<file path="config.mk">
export PLATFORM = sky130hd
export DESIGN_NAME = apple1_clk_rst_gen
export DESIGN_NICKNAME = d
export VERILOG_FILES = /design/src/rtl/apple1_clk_rst_gen.sv
export SDC_FILE = /design/constraint.sdc
export NUM_CORES = 1
export LEC_CHECK = 0
export ABC_AREA = 1
export BUFFER_PORTS_ARGS = -buffer_cell sky130_fd_sc_hd__buf_2
export CORE_ASPECT_RATIO = 0.9
export CORE_MARGIN = 1.5
export CORE_UTILIZATION = 50
export CTS_CLUSTER_DIAMETER = 120
export DETAILED_ROUTE_END_ITERATION = 8
export PLACE_DENSITY = 0.77
export SETUP_SLACK_MARGIN = 0.5
export SYNTH_ARGS = -nofsm -noshare
export SYNTH_HDL_FRONTEND = slang
export SYNTH_SLANG_ARGS = --single-unit
export TNS_END_PERCENT = 20
</file>
<file path="constraint.sdc">
create_clock -name clk25 -period 1.3 [get_ports clk25]
set_input_delay 0.195 -clock clk25 [delete_from_list [all_inputs] [get_ports clk25]]
set_output_delay 0.195 -clock clk25 [all_outputs]
set_load 0.02 [all_outputs]
</file>
<file path="src/rtl/apple1_clk_rst_gen.sv">
// -----------------------------------------------------------------------------
// apple1_clk_rst_gen
//
// Clock-enable and reset generator that sits between the board pins and the
// Apple 1 core.
//
// Everything runs on the 25 MHz system clock. The block does three jobs:
//   * It synchronises and debounces the raw reset push-button.
//   * It stretches every reset cause into a clean, registered active-low
//     system reset.
//   * It divides the system clock into a single-cycle CPU clock-enable pulse
//     and counts the pulses since the core left reset.
//
// Parameters:
//   CLK_DIV            clk25 cycles per cpu_ce pulse (1..65535)
//   DEBOUNCE_CYCLES    cycles the synchronised button must differ from the
//                      debounced level before that level flips (>=1)
//   RST_STRETCH        minimum cycles sys_rst_n stays low after a cause (>=1)
//   BUTTON_ACTIVE_HIGH 1 = pin high when pressed, 0 = pin low when pressed
//
// Ports:
//   clk25        in   system clock, all logic on its rising edge
//   rst_n        in   synchronous active-low board / power-on reset
//   button       in   raw asynchronous push-button pin
//   turbo        in   (only with APPLE1_CLK_RST_TURBO_EN) cpu_ce every cycle
//   sys_rst_n    out  registered active-low reset to the core
//   cpu_ce       out  registered single-cycle CPU clock enable
//   btn_pressed  out  debounced button level, 1 = pressed
//   cpu_ce_count out  16-bit count of cpu_ce pulses since sys_rst_n rose
//
// Optional feature macro: APPLE1_CLK_RST_TURBO_EN
//   When it is defined, a turbo input is added. While turbo is high and the
//   core is running, cpu_ce is high on every cycle and the divider is held at
//   zero.
// -----------------------------------------------------------------------------
module apple1_clk_rst_gen #(
  parameter int unsigned CLK_DIV            = 25,
  parameter int unsigned DEBOUNCE_CYCLES    = 250000,
  parameter int unsigned RST_STRETCH        = 16,
  parameter bit          BUTTON_ACTIVE_HIGH = 1'b1
) (
  input  logic        clk25,
  input  logic        rst_n,
  input  logic        button,
`ifdef APPLE1_CLK_RST_TURBO_EN
  input  logic        turbo,
`endif
  output logic        sys_rst_n,
  output logic        cpu_ce,
  output logic        btn_pressed,
  output logic [15:0] cpu_ce_count
);

  // Counter widths: just enough bits for the largest value, never below 1 bit.
  localparam int unsigned DIV_W = (CLK_DIV > 1) ? $clog2(CLK_DIV) : 1;
  localparam int unsigned DBC_W = (DEBOUNCE_CYCLES > 1) ? $clog2(DEBOUNCE_CYCLES) : 1;
  localparam int unsigned STR_W = (RST_STRETCH > 1) ? $clog2(RST_STRETCH) : 1;

  localparam logic [DIV_W-1:0] DIV_LAST = DIV_W'(CLK_DIV - 1);
  localparam logic [DBC_W-1:0] DBC_LAST = DBC_W'(DEBOUNCE_CYCLES - 1);
  localparam logic [STR_W-1:0] STR_LAST = STR_W'(RST_STRETCH - 1);

  typedef enum logic [1:0] {
    ST_HOLD    = 2'd0,
    ST_RUN     = 2'd1,
    ST_BTNHELD = 2'd2
  } state_t;

  // Button path
  logic             btn_norm_s;
  logic             sync1_q;
  logic             sync2_q;
  logic [DBC_W-1:0] deb_cnt_q;
  logic [DBC_W-1:0] deb_cnt_d;
  logic             btn_pressed_q;
  logic             btn_pressed_d;

  // Reset sequencer
  state_t           state_q;
  logic [STR_W-1:0] stretch_q;
  logic             sys_rst_n_q;
  logic             sys_rst_n_d;

  // CPU enable path
  logic             run_s;
  logic             turbo_s;
  logic [DIV_W-1:0] div_q;
  logic [DIV_W-1:0] div_d;
  logic             cpu_ce_q;
  logic             cpu_ce_d;
  logic [15:0]      ce_count_q;
  logic [15:0]      ce_count_d;

  // Normalise the pin so that 1 always means pressed.
  assign btn_norm_s = BUTTON_ACTIVE_HIGH ? button : ~button;

`ifdef APPLE1_CLK_RST_TURBO_EN
  assign turbo_s = turbo;
`else
  assign turbo_s = 1'b0;
`endif

  // Two-flop synchroniser for the asynchronous button pin.
  always_ff @(posedge clk25) begin
    if (!rst_n) begin
      sync1_q <= 1'b0;
      sync2_q <= 1'b0;
    end else begin
      sync1_q <= btn_norm_s;
      sync2_q <= sync1_q;
    end
  end

  // Debounce next state: count consecutive disagreeing cycles and flip the
  // level on the last one. Any agreement restarts the count, so a shorter
  // glitch has no effect.
  always_comb begin
    deb_cnt_d     = deb_cnt_q;
    btn_pressed_d = btn_pressed_q;
    if (sync2_q == btn_pressed_q) begin
      deb_cnt_d = DBC_W'(0);
    end else if (deb_cnt_q == DBC_LAST) begin
      deb_cnt_d     = DBC_W'(0);
      btn_pressed_d = ~btn_pressed_q;
    end else begin
      deb_cnt_d = deb_cnt_q + DBC_W'(1);
    end
  end

  // Debounce registers.
  always_ff @(posedge clk25) begin
    if (!rst_n) begin
      deb_cnt_q     <= DBC_W'(0);
      btn_pressed_q <= 1'b0;
    end else begin
      deb_cnt_q     <= deb_cnt_d;
      btn_pressed_q <= btn_pressed_d;
    end
  end

  // Next value of the registered reset output. The divider and pulse counter
  // also use it, so that they clear on the same edge that sys_rst_n falls.
  always_comb begin
    sys_rst_n_d = 1'b0;
    case (state_q)
      ST_HOLD: begin
        if (stretch_q == STR_LAST) begin
          sys_rst_n_d = ~btn_pressed_q;
        end else begin
          sys_rst_n_d = 1'b0;
        end
      end
      ST_RUN:     sys_rst_n_d = ~btn_pressed_q;
      ST_BTNHELD: sys_rst_n_d = 1'b0;
      default:    sys_rst_n_d = 1'b0;
    endcase
  end

  // Reset sequencer. HOLD stretches every reset cause. BTNHELD waits for the
  // debounced release, then goes back through HOLD so that the release is
  // stretched too. A press that arrives during HOLD is honoured when the
  // stretch ends.
  always_ff @(posedge clk25) begin
    if (!rst_n) begin
      state_q     <= ST_HOLD;
      stretch_q   <= STR_W'(0);
      sys_rst_n_q <= 1'b0;
    end else begin
      sys_rst_n_q <= sys_rst_n_d;
      case (state_q)
        ST_HOLD: begin
          if (stretch_q == STR_LAST) begin
            stretch_q <= STR_W'(0);
            if (btn_pressed_q) begin
              state_q <= ST_BTNHELD;
            end else begin
              state_q <= ST_RUN;
            end
          end else begin
            stretch_q <= stretch_q + STR_W'(1);
          end
        end
        ST_RUN: begin
          if (btn_pressed_q) begin
            state_q <= ST_BTNHELD;
          end else begin
            state_q <= ST_RUN;
          end
        end
        ST_BTNHELD: begin
          if (!btn_pressed_q) begin
            state_q   <= ST_HOLD;
            stretch_q <= STR_W'(0);
          end else begin
            state_q <= ST_BTNHELD;
          end
        end
        default: begin
          state_q   <= ST_HOLD;
          stretch_q <= STR_W'(0);
        end
      endcase
    end
  end

  // The divider only advances when the core was running and keeps running.
  // The edge on which sys_rst_n rises therefore leaves the divider at zero.
  // This places the first pulse exactly CLK_DIV edges after that rise.
  assign run_s = sys_rst_n_q & sys_rst_n_d;

  // Divider next state. cpu_ce is registered from the terminal count, so it
  // is high for one cycle each time the divider wraps.
  always_comb begin
    div_d    = DIV_W'(0);
    cpu_ce_d = 1'b0;
    if (!run_s) begin
      div_d    = DIV_W'(0);
      cpu_ce_d = 1'b0;
    end else if (turbo_s) begin
      div_d    = DIV_W'(0);
      cpu_ce_d = 1'b1;
    end else if (div_q == DIV_LAST) begin
      div_d    = DIV_W'(0);
      cpu_ce_d = 1'b1;
    end else begin
      div_d    = div_q + DIV_W'(1);
      cpu_ce_d = 1'b0;
    end
  end

  // Pulse counter next state. It wraps naturally at 16 bits.
  always_comb begin
    ce_count_d = ce_count_q;
    if (!sys_rst_n_d) begin
      ce_count_d = 16'd0;
    end else if (cpu_ce_q) begin
      ce_count_d = ce_count_q + 16'd1;
    end else begin
      ce_count_d = ce_count_q;
    end
  end

  // Divider, enable pulse and pulse counter registers.
  always_ff @(posedge clk25) begin
    if (!rst_n) begin
      div_q      <= DIV_W'(0);
      cpu_ce_q   <= 1'b0;
      ce_count_q <= 16'd0;
    end else begin
      div_q      <= div_d;
      cpu_ce_q   <= cpu_ce_d;
      ce_count_q <= ce_count_d;
    end
  end

  assign sys_rst_n    = sys_rst_n_q;
  assign cpu_ce       = cpu_ce_q;
  assign btn_pressed  = btn_pressed_q;
  assign cpu_ce_count = ce_count_q;

endmodule

</file>
**Word-level counts from Yosys, hierarchy flattened**

Index checks and enable logic that the tools add are counted.

- Register bits: 50
- Input bits: 3
- Output and inout bits: 19

- $add $sub $neg: 4
- Equality and inequality tests: 8
- Mux-type cells: 10
- Bitwise operators: 6
- Reductions and logical operators: 7

Operators by type and width:

| cell | number |
|---|---|
| 18-bit by 1-bit adder with 18-bit output, second input constant | 1 |
| 18-bit equality test, second input constant | 1 |
| 16-bit by 1-bit adder with 16-bit output, second input constant | 1 |
| 4-bit case mux with 3 select lines | 1 |
| 4-bit 2-to-1 mux | 2 |
| 2-bit AND reduction | 4 |
| 2-bit 2-to-1 mux | 3 |
| 2-bit case mux with 3 select lines | 1 |
| 3-bit OR reduction | 2 |
| 5-bit by 1-bit adder with 5-bit output, second input constant | 1 |
| 5-bit equality test, second input constant | 1 |
| 1-bit NOT | 5 |
| 4-bit by 1-bit adder with 4-bit output, second input constant | 1 |
| 4-bit equality test, second input constant | 1 |
| 2-bit != test, second input constant | 2 |
| 2-bit by 1-bit equality test with 1-bit output, second input constant | 1 |
| 2-bit equality test, second input constant | 1 |
| 2-bit logical NOT | 1 |
| 1-bit 2-to-1 mux | 2 |
| 1-bit case mux with 2 select lines | 1 |
| 1-bit AND | 1 |
| 1-bit equality test | 1 |

**Depth between registers and ports, before layout**

- Depth after elaboration: 6
- Depth in mapped cells: 9
- Gate-level depth less buffers: 8

**Worst setup path after synthesis**

No wires, ideal clock.

- Path kind: reg2reg
- Start: reg deb_cnt_q[0]
- End: reg deb_cnt_q[11]
- Library setup time: 0.115 ns
- Data arrival time: 1.262 ns
- Required time: 1.185 ns
- Path slack: -0.077 ns
- Stages on the path, launching flop included: 10
- Buffers on the path: 1
- Clock period less this slack: 1.377 ns
- Cells stage by stage: dfxtp_1 > ha_1 > nand2_2 > nor2_4 > nand2_2 > clkinv_1 > nand3_2 > nand2_4 > buf_12 > nor2_2

- Word-level cells in the longest chain between the ends: 2

RTL lines:

| item | line | RTL |
|---|---|---|
| from (decl) | 73 | `logic [DBC_W-1:0] deb_cnt_q;` |
| from (signal assigned) | 136 | `deb_cnt_q <= deb_cnt_d;` |
| parallel branches: the longest is 2 deep, another holds 18-bit by 1-bit adder with 18-bit output | n/a |  |

Parallel ways; which one is timed is not known.
A chain may end at the register's enable or synchronous reset.

**Worst setup path after layout**

- Start: reg stretch_q[0]
- End: reg ce_count_q[15] (netlist: cpu_ce_count[15])

- Word-level cells in the longest chain between the ends: 4

RTL lines:

| item | line | RTL |
|---|---|---|
| from (decl) | 80 | `logic [STR_W-1:0] stretch_q;` |
| from (signal assigned) | 180 | `stretch_q <= stretch_q + STR_W'(1);` |
| 4-bit equality test | 147 | `if (stretch_q == STR_LAST) begin` |
| 1-bit 2-to-1 mux | 147 |  |
| 1-bit case mux with 2 select lines | 145 | `case (state_q)` |
| 2-bit AND reduction (no line) | n/a |  |
| to (signal assigned) | 252 | `ce_count_q <= ce_count_d;` |
| to (decl) | 91 | `logic [15:0] ce_count_q;` |

Every way passes these cells.

==> impl_metrics.json <==
{
  "status": "finished, violations left",
  "violations": "setup timing",
  "first_pass_iters": 4,
  "critical-path-slowest-cell": "dfxtp_4",
  "dp_slack_ns": -0.117,
  "io_buffer_count": 21,
  "antenna_found_initial": 0,
  "die_y_um": 69.0,
  "swShare_pct": 22.8,
  "synth-xor-area-share_pct": 5.07,
  "clk_pin_slew_ns": 0.10,
  "grt_usage_pct": 22.2,
  "r2r-end": "cpu_ce_count[15]",
  "critPathCapture": "cpu_ce_count[15]",
  "ios": 22,
  "max_stage_delay_ns": 0.38,
  "vdd_drop_max_uv": 636,
  "synth_top_family_by_area": "simple AND/OR/NAND/NOR gates",
  "cts_buffers": 5,
  "cts.path.max_buffers": 2,
  "grt_pass1_vias": 2030,
  "hold_ws_ns": 0.0732,
  "synth_compound_area_share_pct": 7.71,
  "syn_avg_cell_area_um2": 7.22,
  "synth.most_common_cell": "nand2_1",
  "finalMaxSlewViolations": 0,
  "start_util_pct": 53.2,
  "area_delta_synth_final_pct": 34.6,
  "place_area_mm2": 0.00280,
  "ys_top_cells_by_count": "nand2_1 (68), nor2_1 (51), dfxtp_1 (50)",
  "highest_layer": "met4",
  "p_leak_nw": 1.18,
  "synth_fa_ha_area_share_pct": 2.59,
  "ant_nets": 0,
  "wl_met3_um": 190,
  "rsz0062_at_grt": "yes",
  "rr_startpoint": "stretch_q[0]",
  "synthSimpleGateAreaFrac_pct": 33.4,
  "yosysSeqAreaShare_pct": 41.4,
  "finalCriticalPeriod_ns": 1.36,
  "die_w_um": 76.3,
  "cts_tree": "yes",
  "place.gp.congestion": 0.854,
  "synth_edf_count": 0,
  "p_per_area_mw_per_mm2": 820,
  "fin_nets": 398,
  "grt_max_degree": 17,
  "critical_path_arrival_ns": 1.62,
  "ff2ff_path_depth": 8,
  "route.detailed.drc": 0,
  "async_reset_ff_share_pct": 0,
  "synth-seq-cells": 50,
  "synth.area.top_cells": "dfxtp_1 (41%), nand2_1 (11%), nor2_1 (7.9%), inv_1 (7.6%), nand3_1 (5.2%)",
  "ys.flop_type": "dfxtp_1",
  "synth_area_mm2": 0.00242,
  "clock.fmax_ghz": 0.737,
  "drv_cap": 0,
  "synth_top_cell_by_area": "dfxtp_1",
  "grt_remaining_overflow": 0,
  "m1WireLength_um": 2660,
  "met2_length_um": 2710,
  "clkPwrFrac_pct": 39.7,
  "skew_ns": 0.0113,
  "holdBufCountCts": 0,
  "syn-num-nets": 343,
  "die-area_mm2": 0.00526,
  "via_count": 2224,
  "grt_first_pass_wirelength_um": 9170,
  "slew_headroom_pct": 82.1,
  "seq_power_share_pct": 57.8,
  "multi_input_area_mm2": 0.00142,
  "hpwl_um": 3660,
  "crit_type": "flop to flop",
  "crit_path_cell_trace": "ha_4 > nand3_2 > nand2_2 > nand3_4 > nor2_4 > buf_6 > o21ai_2 > nor2_1",
  "hold_path_class": "primary input to flop",
  "cp-startpoint": "stretch_q[0]",
  "worst_slack_ns": -0.0576,
  "tightest_slew_ns": 0.267,
  "avgViaCountPerCell": 4.91,
  "finalSetupViolCount": 14,
  "fin_crit_sh_pct": 104,
  "cts-root-buf": "clkbuf_8",
  "clock-sinks": 50,
  "fillers": 354,
  "p_sw_mw": 0.607,
  "drtIter0Drc": 183,
  "final_cell_area_mm2": 0.00325,
  "ys_warn_count": 0,
  "muxShareOfSynthArea_pct": 0.414,
  "clk_latency_ns": 0.32,
  "ctsHtreeMaxLevel": 2,
  "crit_path_start_kind": "flop",
  "seq_area_mm2": 0.00105,
  "comb_power_share_pct": 2.5,
  "syn_inst": 335,
  "r2r_setup_slack_ns": -0.06,
  "n_antenna_cell": 0,
  "critPathRequiredTime_ns": 1.56,
  "row_count": 23,
  "endpoint_kind": "flop",
  "critPathMaxFanout": 5,
  "finalHoldViolCount": 0,
  "routed_wl_um": 5640,
  "yosysTopAreaCellShare_pct": 41.4,
  "routed_wire_length_per_instance_um": 12.4,
  "fp.coreArea_mm2": 0.00455,
  "ys_types": 29,
  "intPower_mw": 2.06,
  "drive_gt1_share_pct": 37.1
}
[worst max-delay path, delay by kind of cell (launching register included)]
family | cells | cell delay [ns]
adder cells (fa/ha/maj) | 1 | 0.14
buffers and inverters | 1 | 0.15
flip-flops | 1 | 0.38
AND/OR/NAND/NOR | 5 | 0.57
AO/OA/AOI/OAI | 1 | 0.05
[stage by stage]
stage / util, % / std cells / power [mW] / TNS [ns]
global route: 71.6 / 453 / 2.76 / -2.78
global placement: 61.7 / 437 / 1.63 / -0.254
detailed placement: 61.7 / 437 / 1.64 / -1.34
CTS: 70.2 / 452 / 2.68 / -0.0664
finish: 71.6 / 453 / 2.67 / -0.407
floorplan: - / 335 / 1.62 / 0
[worst min path at each step]
| stage | from | end | slack [ns] | depth (start not counted) |
|---|---|---|---|---|
| final | button | sync1_q | 0.07 | 3 |
| after global routing | button | sync1_q | 0.08 | 3 |
| after CTS | button | sync1_q | 0.07 | 3 |
| after detailed placement | button | sync1_q | 0.40 | 3 |
| after global placement | button | sync1_q | 0.38 | 3 |
| after floorplan | rst_n | sync1_q | 0.29 | 2 |
[logic make-up after synthesis]
group           after synthesis
mux                           1
buf+inv                      53
flops                        50
compound gates               35
simple gates                177
xor+xnor                     14
fa+ha+maj                     5
[state kept, by name (all words and copies together), names as in the netlist]
name	flops
btn_pressed	1
cpu_ce	1
cpu_ce_count	16
deb_cnt_q	18
div_q	5
state_q	2
stretch_q	4
sync1_q	1
sync2_q	1
sys_rst_n	1
[cell usage in the layout, fill, tap and decap left out, drive strengths merged]
| cell type | n |
|---|---|
| and3 | 2 |
| nor3 | 3 |
| nor2 | 65 |
| nor3b | 1 |
| o21ai | 16 |
| or2 | 2 |
| a21oi | 18 |
| o2111ai | 1 |
| xnor2 | 3 |
| xor2 | 11 |
| mux2i | 1 |
| nand3 | 27 |
| clkbuf | 6 |
| dfxtp | 50 |
| nand2 | 73 |
| inv | 50 |
| nand4 | 7 |
| clkinv | 2 |
| buf | 48 |
| ha | 5 |
[routing by layer]
layer / track usage (%) / up-vias
met5: 0 / -
met4: 8.80 / 0
met3: 4.21 / 7
met2: 38.6 / 34
met1: 27.8 / 1015
li1: - / 1168
[power groups by stage]
stage	clock, mW	combinational [mW]	sequential, mW
after global placement	0	0.0494	1.58
final	1.06	0.0673	1.54
after floorplan	0	0.0333	1.58
after detailed placement	0	0.0520	1.58
after CTS	1.07	0.0637	1.54
after global routing	1.14	0.0733	1.54
[final cells by class]
| cell class | instances | area share [%] |
|---|---|---|
| multi-input cells | 235 | 43.6 |
| flip-flops and latches | 50 | 32.2 |
| repair buffers | 48 | 12.6 |
| inverters | 50 | 5.88 |
| clock buffers | 6 | 2.88 |
| well taps | 62 | 2.38 |
| clock inverters | 2 | 0.423 |
[timing repair]
action,CTS,global route
resized for setup,75,20
pin swaps,30,11
setup buffers,5,0
endpoints found under the setup margin,67,67
endpoints found under the hold margin,0,0
gates cloned,2,1
No activity file was read; power rests on OpenSTA's default activity.
